[config.mk]
export PLATFORM = sky130hd
export DESIGN_NAME = id_ex_pipe_reg
export DESIGN_NICKNAME = d
export VERILOG_FILES = /design/src/rtl/id_ex_pipe_reg.sv
export SDC_FILE = /design/constraint.sdc
export NUM_CORES = 1
export LEC_CHECK = 0
export CORE_ASPECT_RATIO = 2
export CORE_UTILIZATION = 36
export CTS_CLUSTER_DIAMETER = 100
export CTS_CLUSTER_SIZE = 8
export DETAILED_ROUTE_END_ITERATION = 6
export MAX_ROUTING_LAYER = met4
export PLACE_DENSITY_LB_ADDON = 0.3
export SLEW_MARGIN = 20
export SYNTH_ARGS = -nofsm -noshare
export SYNTH_HDL_FRONTEND = slang
export SYNTH_SLANG_ARGS = --single-unit
[constraint.sdc]
create_clock -name clk -period 2.41 [get_ports clk]
set_input_delay 0.723 -clock clk [delete_from_list [all_inputs] [get_ports clk]]
set_output_delay 0.723 -clock clk [all_outputs]
set_load 0.01 [all_outputs]
[src/rtl/id_ex_pipe_reg.sv]
// ---------------------------------------------------------------------------
// id_ex_pipe_reg
// ID/EX pipeline register of the five-stage MIPS datapath. Captures decoded
// operands, register numbers and control from ID and presents them to EX.
// Detects load-use hazards: it inserts a bubble and raises lu_stall so that
// the PC and IF/ID hold.
//
// Optional feature (compile-time macro ID_EX_WB_BYPASS_EN): a WB-to-ID bypass
// that replaces register-file read data with wb_data on a same-cycle
// write/read collision. When the macro is undefined, the register file must
// provide write-before-read.
//
// Ports
//   clk, rst            rising-edge clock, synchronous active-high reset
//   stall               global freeze: all registers hold
//   flush               replace the captured instruction with a bubble
//   id_*                decoded instruction from ID
//   wb_reg_write/rd/data  WB-stage register-file write port (bypass only)
//   ex_*                registered instruction presented to EX
//   lu_stall            combinational load-use hazard flag
//   bubble_cnt          saturating count of load-use bubbles
// ---------------------------------------------------------------------------
module id_ex_pipe_reg #(
    parameter int unsigned DATA_W = 32,
    parameter int unsigned REG_W  = 5
) (
    input  logic              clk,
    input  logic              rst,
    input  logic              stall,
    input  logic              flush,
    input  logic              id_valid,
    input  logic [REG_W-1:0]  id_rs,
    input  logic [REG_W-1:0]  id_rt,
    input  logic [REG_W-1:0]  id_rd,
    input  logic [DATA_W-1:0] id_rs_data,
    input  logic [DATA_W-1:0] id_rt_data,
    input  logic [DATA_W-1:0] id_imm,
    input  logic              id_reg_write,
    input  logic              id_mem_read,
    input  logic              id_mem_write,
    input  logic              id_mem_to_reg,
    input  logic              id_alu_src,
    input  logic              id_reg_dst,
    input  logic [3:0]        id_alu_op,
    input  logic              wb_reg_write,
    input  logic [REG_W-1:0]  wb_rd,
    input  logic [DATA_W-1:0] wb_data,
    output logic              ex_valid,
    output logic              ex_reg_write,
    output logic              ex_mem_read,
    output logic              ex_mem_write,
    output logic              ex_mem_to_reg,
    output logic              ex_alu_src,
    output logic              ex_reg_dst,
    output logic [3:0]        ex_alu_op,
    output logic [REG_W-1:0]  ex_rs,
    output logic [REG_W-1:0]  ex_rt,
    output logic [REG_W-1:0]  ex_rd,
    output logic [DATA_W-1:0] ex_rs_data,
    output logic [DATA_W-1:0] ex_rt_data,
    output logic [DATA_W-1:0] ex_imm,
    output logic              lu_stall,
    output logic [15:0]       bubble_cnt
);

    logic [DATA_W-1:0] rs_data_nxt;
    logic [DATA_W-1:0] rt_data_nxt;
    logic              load_bubble;

    // Load in EX whose destination is read by the instruction now in ID.
    assign lu_stall = ex_valid & ex_mem_read & (ex_rt != '0) & id_valid &
                      ((ex_rt == id_rs) | (ex_rt == id_rt));

    // Flush always wins over a stall; a load-use bubble waits for the stall.
    assign load_bubble = flush | (~stall & lu_stall);

`ifdef ID_EX_WB_BYPASS_EN
    // Same-cycle WB write to a register ID is reading: take the new value.
    assign rs_data_nxt = (wb_reg_write && (wb_rd != '0) && (wb_rd == id_rs)) ? wb_data : id_rs_data;
    assign rt_data_nxt = (wb_reg_write && (wb_rd != '0) && (wb_rd == id_rt)) ? wb_data : id_rt_data;
`else
    assign rs_data_nxt = id_rs_data;
    assign rt_data_nxt = id_rt_data;

    // WB port is only consumed by the bypass.
    logic unused_wb;
    assign unused_wb = &{1'b0, wb_reg_write, wb_rd, wb_data};
`endif

    // Pipeline register with rst > flush > stall > load-use bubble > load.
    always_ff @(posedge clk) begin
        if (rst || load_bubble) begin
            // Bubble register numbers are 0 so forwarding never matches one.
            ex_valid      <= 1'b0;
            ex_reg_write  <= 1'b0;
            ex_mem_read   <= 1'b0;
            ex_mem_write  <= 1'b0;
            ex_mem_to_reg <= 1'b0;
            ex_alu_src    <= 1'b0;
            ex_reg_dst    <= 1'b0;
            ex_alu_op     <= '0;
            ex_rs         <= '0;
            ex_rt         <= '0;
            ex_rd         <= '0;
            ex_rs_data    <= '0;
            ex_rt_data    <= '0;
            ex_imm        <= '0;
            if (rst) begin
                bubble_cnt <= '0;
            end else if (!flush && (bubble_cnt != 16'hFFFF)) begin
                bubble_cnt <= bubble_cnt + 16'(1);
            end
        end else if (!stall) begin
            ex_valid      <= id_valid;
            ex_reg_write  <= id_reg_write;
            ex_mem_read   <= id_mem_read;
            ex_mem_write  <= id_mem_write;
            ex_mem_to_reg <= id_mem_to_reg;
            ex_alu_src    <= id_alu_src;
            ex_reg_dst    <= id_reg_dst;
            ex_alu_op     <= id_alu_op;
            ex_rs         <= id_rs;
            ex_rt         <= id_rt;
            ex_rd         <= id_rd;
            ex_rs_data    <= rs_data_nxt;
            ex_rt_data    <= rt_data_nxt;
            ex_imm        <= id_imm;
        end
    end

endmodule
==> results.json <==
{
  "grt_pass1_vias": 5675,
  "top_layer": "met4",
  "wl_met3_um": 1210,
  "drt_drc_violations_left": 0,
  "initial_core_util": 0.371,
  "grt_max_degree": 66,
  "cts.path.max_buffers": 2,
  "reg2reg_depth": 7,
  "drive_above_1_share": 0.103,
  "portBuffers": 264,
  "die_h_um": 183,
  "setup_viol_count_final": 1,
  "hold_viol_final": 0,
  "design.die.area_um2": 17000,
  "overflow": 0,
  "p_per_area_nw_per_um2": 668,
  "worstPathArrival_ns": 1.70,
  "vias": 6143,
  "avgSynthCellArea_um2": 9.02,
  "slew_viol_final": 0,
  "synth_cell_types": 28,
  "timing.final.crit_share": 1.00,
  "dominantRegCellSynth": "dfxtp_1",
  "insertedDiodeCount": 0,
  "grt_pass1_wl_um": 29800,
  "clock-root-buffer": "clkbuf_16",
  "core_um2": 15900,
  "clock.fmax_mhz": 414,
  "routed_wl_um": 19500,
  "drt_iter0_markers": 301,
  "crit_path_max_fanout": 2,
  "synth-seq-cells": 138,
  "fin_skew_ns": 0.0121,
  "min_period_ns": 2.42,
  "io_pins": 303,
  "yosysTopAreaCell": "dfxtp_1",
  "cp-start-kind": "register",
  "worstMarginPinSlew_ns": 0.651,
  "synth_top_area_frac": 0.413,
  "async_flop_share": 0,
  "num_rows": 65,
  "vdd_drop_max_v": 0.000501,
  "rsz0062_at_grt": "true",
  "area_growth_pct": 62.6,
  "dr.pass1.iters": 5,
  "m1WireLength_um": 7480,
  "yosysWarnings": 0,
  "cp.required_ns": 1.69,
  "cts-hold-fix-buffers": 0,
  "cp_cell_sequence": "or4_4 > o2111ai_4 > nor2b_1 > buf_4",
  "tritoncts.num_buffers": 17,
  "clock_sink_count": 138,
  "hold_depth": 2,
  "antenna_left": 0,
  "syn_inst": 655,
  "cts_tree": "done",
  "wire_per_inst_um": 17.3,
  "final_util": 0.602,
  "slowest_delay_ns": 0.51,
  "synth_nets": 820,
  "worstSetupPathType": "register to output port",
  "clock_latency_ns": 0.42,
  "cp-end-kind": "output port",
  "slew_headroom": 0.566,
  "drv_cap": 0,
  "synth.most_common_cell": "nand2_1",
  "hp-class": "register to register",
  "clk_pin_slew_ns": 0.06,
  "met2_length_um": 10200,
  "critPathSlowestCell": "or4_4",
  "fin_nets": 1077,
  "outcome": "complete, but fails checks",
  "synth_common_cells": "nand2_1 (128), a32oi_1 (122), dfxtp_1 (122)",
  "synth_area_um2": 5910,
  "viasPerCell": 5.46,
  "grt_util_all_layers": 0.232,
  "reg_top3": "ex_imm (32), ex_rs_data (32), ex_rt_data (32)",
  "htree_levels": 4,
  "gp_congestion": 0.798,
  "dp_hpwl_um": 13200,
  "antenna_found_initial": 0,
  "setup_ws_ns": -0.00829,
  "die_w_um": 92.6,
  "fin_tns_setup_ns": -0.00829,
  "fin_worst_hold_slack_ns": 0.467,
  "netlist_top_cells_area": "dfxtp_1 (41%), a32oi_1 (18%), edfxtp_1 (8.1%), nand2_1 (8.1%), o21ai_1 (5.3%)",
  "yosysSeqAreaShare": 0.495,
  "failed_checks": "setup timing",
  "synth_edf_count": 16,
  "p_leak_nw": 3.29
}
==> layout make-up <==
cell class / count / area [um^2]
Clock buffer: 22 / 474
Clock inverter: 10 / 163
Timing Repair Buffer: 307 / 3050
Tap cell: 201 / 251
Multi-Input combinational cell: 445 / 2720
Fill cell: 1385 / 6340
Inverter: 3 / 11.3
Sequential cell: 138 / 2930
==> worst paths after layout <==
| kind | from | endpoint | slack (ns) |
|---|---|---|---|
| worst max-delay path | ex_rt[0] | lu_stall | -0.008 |
| worst min-delay path | ex_rt_data[24] | ex_rt_data[24] | 0.47 |
| worst max register to register | ex_rt[0] | ex_rs_data[20] | 0.13 |
| worst min register to register | ex_rt_data[24] | ex_rt_data[24] | 0.47 |
==> power breakdown <==
part	total (W)	internal, W	switching (W)
registers	0.00257	0.00248	0.0000965
logic	0.00101	0.000580	0.000432
clock network	0.00283	0.00182	0.00101
total	0.00641	0.00488	0.00154
==> cells in the final DEF, fill, tap and decap left out, drive strengths merged, types with 3 or more instances in the layout <==
cell / Yosys / routed
clkinv: 0 / 3
bufinv: 0 / 4
dlygate4sd2: 0 / 3
buf: 20 / 44
xnor2: 20 / 20
nand3: 8 / 8
edfxtp: 16 / 16
nand2: 128 / 128
nor2: 15 / 15
nor4: 4 / 4
a32oi: 122 / 122
inv: 3 / 5
clkdlybuf4s50: 0 / 253
nor3: 7 / 7
xor2: 3 / 3
dfxtp: 122 / 122
nand4: 3 / 3
o21ai: 123 / 123
clkbuf: 49 / 27
==> cells by family (layout without fill, tap and decap cells) <==
logic type | count (synthesis) | count (layout) | synth area share
AO/OA/AOI/OAI | 249 | 249 | 0.293
AND/OR/NAND/NOR | 172 | 172 | 0.119
flip-flops | 138 | 138 | 0.495
buffers and inverters | 72 | 342 | 0.0566
XOR/XNOR | 23 | 23 | 0.0341
adder cells (fa/ha/maj) | 1 | 1 | 0.00212
==> metal layers <==
layer	up-vias	GRT usage
met5	-	-
li1	2995	-
met4	0	0.0975
met3	30	0.0626
met1	2872	0.251
met2	246	0.396
==> metrics by stage <==
stage,total power [W],setup slack [ns],area [um^2],cells
final,0.00641,-0.00829,9600,1126
after global routing,0.00666,-0.0802,9600,1126
after CTS,0.00647,-0.0661,9590,1126
after detailed placement,0.00363,-0.802,8910,1091
after global placement,0.00361,-0.774,8910,1091
after floorplan,0.00296,0.0440,5910,655
==> critical path: cells and delay by family (launching register included) <==
family / cells / cell delay (ns)
buffers and inverters: 1 / 0.16
AND/OR/NAND/NOR: 2 / 0.57
flip-flops: 1 / 0.34
AO/OA/AOI/OAI: 1 / 0.20
==> timing repair <==
item / CTS / global route
setup buffers: 3 / 0
setup endpoints to repair: 59 / 34
gates resized for setup: 24 / 16
pin swaps: 12 / 13
No activity file was read; power rests on OpenSTA's default activity.
==> edit 1: new RTL, same settings <==
Change the parameter `REG_W` from 5 to 7.
--- a/src/rtl/id_ex_pipe_reg.sv
+++ b/src/rtl/id_ex_pipe_reg.sv
@@ -22,7 +22,7 @@
 // ---------------------------------------------------------------------------
 module id_ex_pipe_reg #(
     parameter int unsigned DATA_W = 32,
-    parameter int unsigned REG_W  = 5
+    parameter int unsigned REG_W  = 7
 ) (
     input  logic              clk,
     input  logic              rst,
Ports: changed (7 resized); port bits go from 303 to 317. No check against the original RTL was run, so the function may have changed too.
==> edit 1 against the unedited design <==
The run still ends with negative setup slack left; sequential cell count rose by 6; clock power decreased by 7.4%; global-route usage grew 0.21 points; design area up 3.9%; synthesized area increased by 4.2%; clock skew fell by 4.9 ps; routed wire length rose by 4.8%; total power fell by 1.7%; worst setup slack got worse by 110 ps; highest routed layer unchanged.
==> edit 1: results (changes against the unedited design) <==
failing checks negative setup slack (unchanged); Seq Cell Count 144 (was 138); met3 GRT Util 5.08% (was 6.26%); via/cell ratio 5.46 (about the same); Clock buf/inv share 5.82% (was 6.63%); post-place setup slack -925 ps (was -802 ps); antenna violations before repair 1 (was 0); Synth Net Count 859 (was 820); share of cells above drive strength 1 9.41% (was 10.3%); Max stage delay on crit path 290 ps (was 510 ps); die area 17700 µm² (was 17000 µm²); Netlist cell types 27 (was 28); post-CTS sizing 31 (was 24); Inverters 2 (was 3); Max FO, Critical Path 3 (was 2); Seq pwr share 42.5% (was 40.1%); Arrival @ worst endpoint 1800 ps (was 1700 ps); Final setup viols 1 (unchanged); Non-clk bufs 322 (was 307); M2 GR Usage 40.9% (was 39.6%); final worst slack -115 ps (was -8.29 ps); Global Route Usage Sum 23.4% (was 23.2%); sequential share of cell area 30.5% (about the same); Design Power 6.30 mW (was 6.41 mW); WL final 20400 µm (was 19500 µm); outcome finished with violations (unchanged); Filler Cell Count 1465 (was 1385); Area after DPL 9350 µm² (was 8910 µm²); Post-Synth Adder-Cell Area 0.203% (was 0.212%)
==> edit 1: cell types whose count changed after synthesis, sizes merged, moves of 2 or more <==
| cell | unedited run | this run |
|---|---|---|
| nor3 | 7 | 5 |
| xnor2 | 20 | 24 |
| a32oi | 122 | 128 |
| dfxtp | 122 | 128 |
| o21ai | 123 | 129 |
| nor4 | 4 | 6 |
| clkbuf | 49 | 59 |
| nand4 | 3 | 5 |
| buf | 20 | 14 |
| nand2 | 128 | 131 |
==> edit 1: path summary, 6_finish.rpt <==
check,slack (ps),start,cells past startpoint,to
worst max register to register,80,ex_rt[3]$_SDFFE_PP0N_,6,ex_alu_op[2]$_SDFFE_PP0N_
worst max-delay path,-120,id_rs[6],6,lu_stall
worst min-delay path,470,ex_alu_src$_SDFFE_PP0N_,2,ex_alu_src$_SDFFE_PP0N_
worst min register to register,470,ex_alu_src$_SDFFE_PP0N_,2,ex_alu_src$_SDFFE_PP0N_
==> edit 2: new RTL, same settings <==
Made on the original files. Register the output `bubble_cnt` once more; this adds one clock of latency there. The other outputs are not delayed to match.
--- a/src/rtl/id_ex_pipe_reg.sv
+++ b/src/rtl/id_ex_pipe_reg.sv
@@ -63,6 +63,8 @@
     output logic [15:0]       bubble_cnt
 );
 
+    logic [15:0] bubble_cnt_s0;
+
     logic [DATA_W-1:0] rs_data_nxt;
     logic [DATA_W-1:0] rt_data_nxt;
     logic              load_bubble;
@@ -106,9 +108,9 @@
             ex_rt_data    <= '0;
             ex_imm        <= '0;
             if (rst) begin
-                bubble_cnt <= '0;
-            end else if (!flush && (bubble_cnt != 16'hFFFF)) begin
-                bubble_cnt <= bubble_cnt + 16'(1);
+                bubble_cnt_s0 <= '0;
+            end else if (!flush && (bubble_cnt_s0 != 16'hFFFF)) begin
+                bubble_cnt_s0 <= bubble_cnt_s0 + 16'(1);
             end
         end else if (!stall) begin
             ex_valid      <= id_valid;
@@ -128,4 +130,8 @@
         end
     end
 
+    always_ff @(posedge clk) begin
+        bubble_cnt <= bubble_cnt_s0;
+    end
+
 endmodule
Function: changed (Yosys sat finds a counterexample within 4 cycles, from zero or initial values and one cycle with rst high).
==> edit 2 against the unedited design <==
The run still ends with negative setup slack left; routed wire length rose by 0.58%; synthesized cell count rose by 2.4%; worst setup slack got worse by 35 ps; synthesized area rose by 4.7%; final cell count rose by 1.6%; clock skew fell by 1.7 ps; register-to-register slack improved by 40 ps; first-iteration DRC count rose by 6.6%; total power fell by 0.49%; sequential cell count rose by 16; worst hold slack got worse by 41 ps; design area rose by 2.2%.
==> edit 2: results (changes against the unedited design) <==
path depth of the worst reg2reg path 6 (was 7); via/cell ratio 5.46 (about the same); Post-Synth Adder-Cell Area 0.202% (was 0.212%); crit path from id_rs[4] (was ex_rt[0]$_SDFFE_PP0N_); largest net degree at the start of global routing 57 (was 66); Gate Count Post-Synth 671 (was 655); clk_skew 10.4 ps (was 12.1 ps); gp weighted congestion 0.803 (was 0.798); post-place setup slack -812 ps (was -802 ps); Arrival @ worst endpoint 1730 ps (was 1700 ps); Synth top cells by count dfxtp_1, nand2_1, a32oi_1 (was nand2_1, a32oi_1, dfxtp_1); family with the most delay on the worst path buffers and inverters (was simple AND/OR/NAND/NOR gates); share of cells above drive strength 1 8.75% (was 10.3%); via count 6247 (was 6143); WL final 19600 µm (was 19500 µm); first-pass GRT wire length 30300 µm (was 29800 µm); register area share after synthesis 52.4% (was 49.5%); Setup TNS Final -43.0 ps (was -8.29 ps); hold-critical path depth 0 (was 2); outcome finished with violations (unchanged); FF-to-FF Start ex_rt[3]$_SDFFE_PP0N_ (was ex_rt[0]$_SDFFE_PP0N_); reg2reg end ex_rs_data[25]$_SDFFE_PP0N_ (was ex_rs_data[20]$_SDFFE_PP0N_); Filler Cell Count 1486 (was 1385); number of port buffers 264 (unchanged); Max VDD drop 455 µV (was 501 µV); Lkg Pwr 3.33 nW (was 3.29 nW); Pre-antenna DRT Iters 6 (was 5); Max stage delay on crit path 270 ps (was 510 ps); Synth Area in Compound Gates 27.8% (was 29.3%); final worst slack -43.0 ps (was -8.29 ps); start point of the worst hold path bubble_cnt_s0[14]$_SDFFCE_PP0P_ (was ex_rt_data[24]$_SDFFE_PP0N_); Crit-path slowest cell dlygate4sd2_1 (was or4_4); Final setup viols 1 (unchanged); R2R Setup Slk 170 ps (was 130 ps); dominant cells by area after synthesis dfxtp_1, a32oi_1, o21ai_0, edfxtp_1, nand2_1 (was dfxtp_1, a32oi_1, edfxtp_1, nand2_1, o21ai_1); 1st-iter DRT viols 321 (was 301); Worst Hold End bubble_cnt[14]$_DFF_P_ (was ex_rt_data[24]$_SDFFE_PP0N_); worst slew pin tran 535 ps (was 651 ps); Synth Net Count 836 (was 820); area share of xor/xnor cells in the synthesized design 3.26% (was 3.41%); via count of the first global-routing pass 5898 (was 5675); number of nets in the layout 1089 (was 1077); Post-Place Cells 1112 (was 1091); Max FO, Critical Path 3 (was 2); failing checks negative setup slack (unchanged); Global Route Usage Sum 22.7% (was 23.2%)
-- edit 2: cell types whose count changed in the layout (fill, tap and decap cells not counted), sizes merged, moves of 3 or more --
cell    before  now
dfxtp      122  138
clkinv       3    7
buf         44   40
bufinv       4    1
clkbuf      27   22
-- edit 2: area by class of cell --
type	instances	area [µm²]	area share, %
clock buffers	21	460	4.69
clock inverters	11	98.8	1.01
inverters	3	11.3	0.115
multi-input cells	445	2700	27.5
flip-flops and latches	154	3250	33.1
well taps	207	259	2.64
repair buffers	303	3030	30.9
-- edit 2: what timing repair did --
item                       in CTS  in global routing
resized for setup              24                  8
buffers inserted                0                  0
pin swaps                      10                  6
setup endpoints to repair      53                100
-- edit 2: through the flow --
stage	instance area, µm²	util [%]	hold slack [ps]
2_1_floorplan	6190	-	391
5_1_grt	9810	58.5	443
3_3_place_gp	9220	55.0	403
6_report	9810	58.5	426
3_5_place_dp	9220	55.0	413
4_1_cts	9780	58.4	428
-- edit 2: routing by layer --
metal	vias up	share of wire, %	global-route usage (%)
li1	3025	-	-
met1	2911	38	24.7
met2	268	52	37.3
met3	43	6.1	5.20
met4	0	3.6	12.2
met5	-	0	-
-- edit 2: cells by family (layout without fill, tap and decap cells) --
| group | after synthesis | after routing |
|---|---|---|
| AO/OA/AOI/OAI | 249 | 249 |
| buffers and inverters | 72 | 338 |
| flip-flops | 154 | 154 |
| AND/OR/NAND/NOR | 172 | 172 |
| adder cells (fa/ha/maj) | 1 | 1 |
| XOR/XNOR | 23 | 23 |
-- edit 2: where the power goes --
group	total, mW	leakage, nW	internal (mW)	switching [mW]
Sequential	2.85	1.30	2.76	0.0962
Combinational	0.993	1.76	0.570	0.423
Clock	2.53	0.269	1.47	1.06
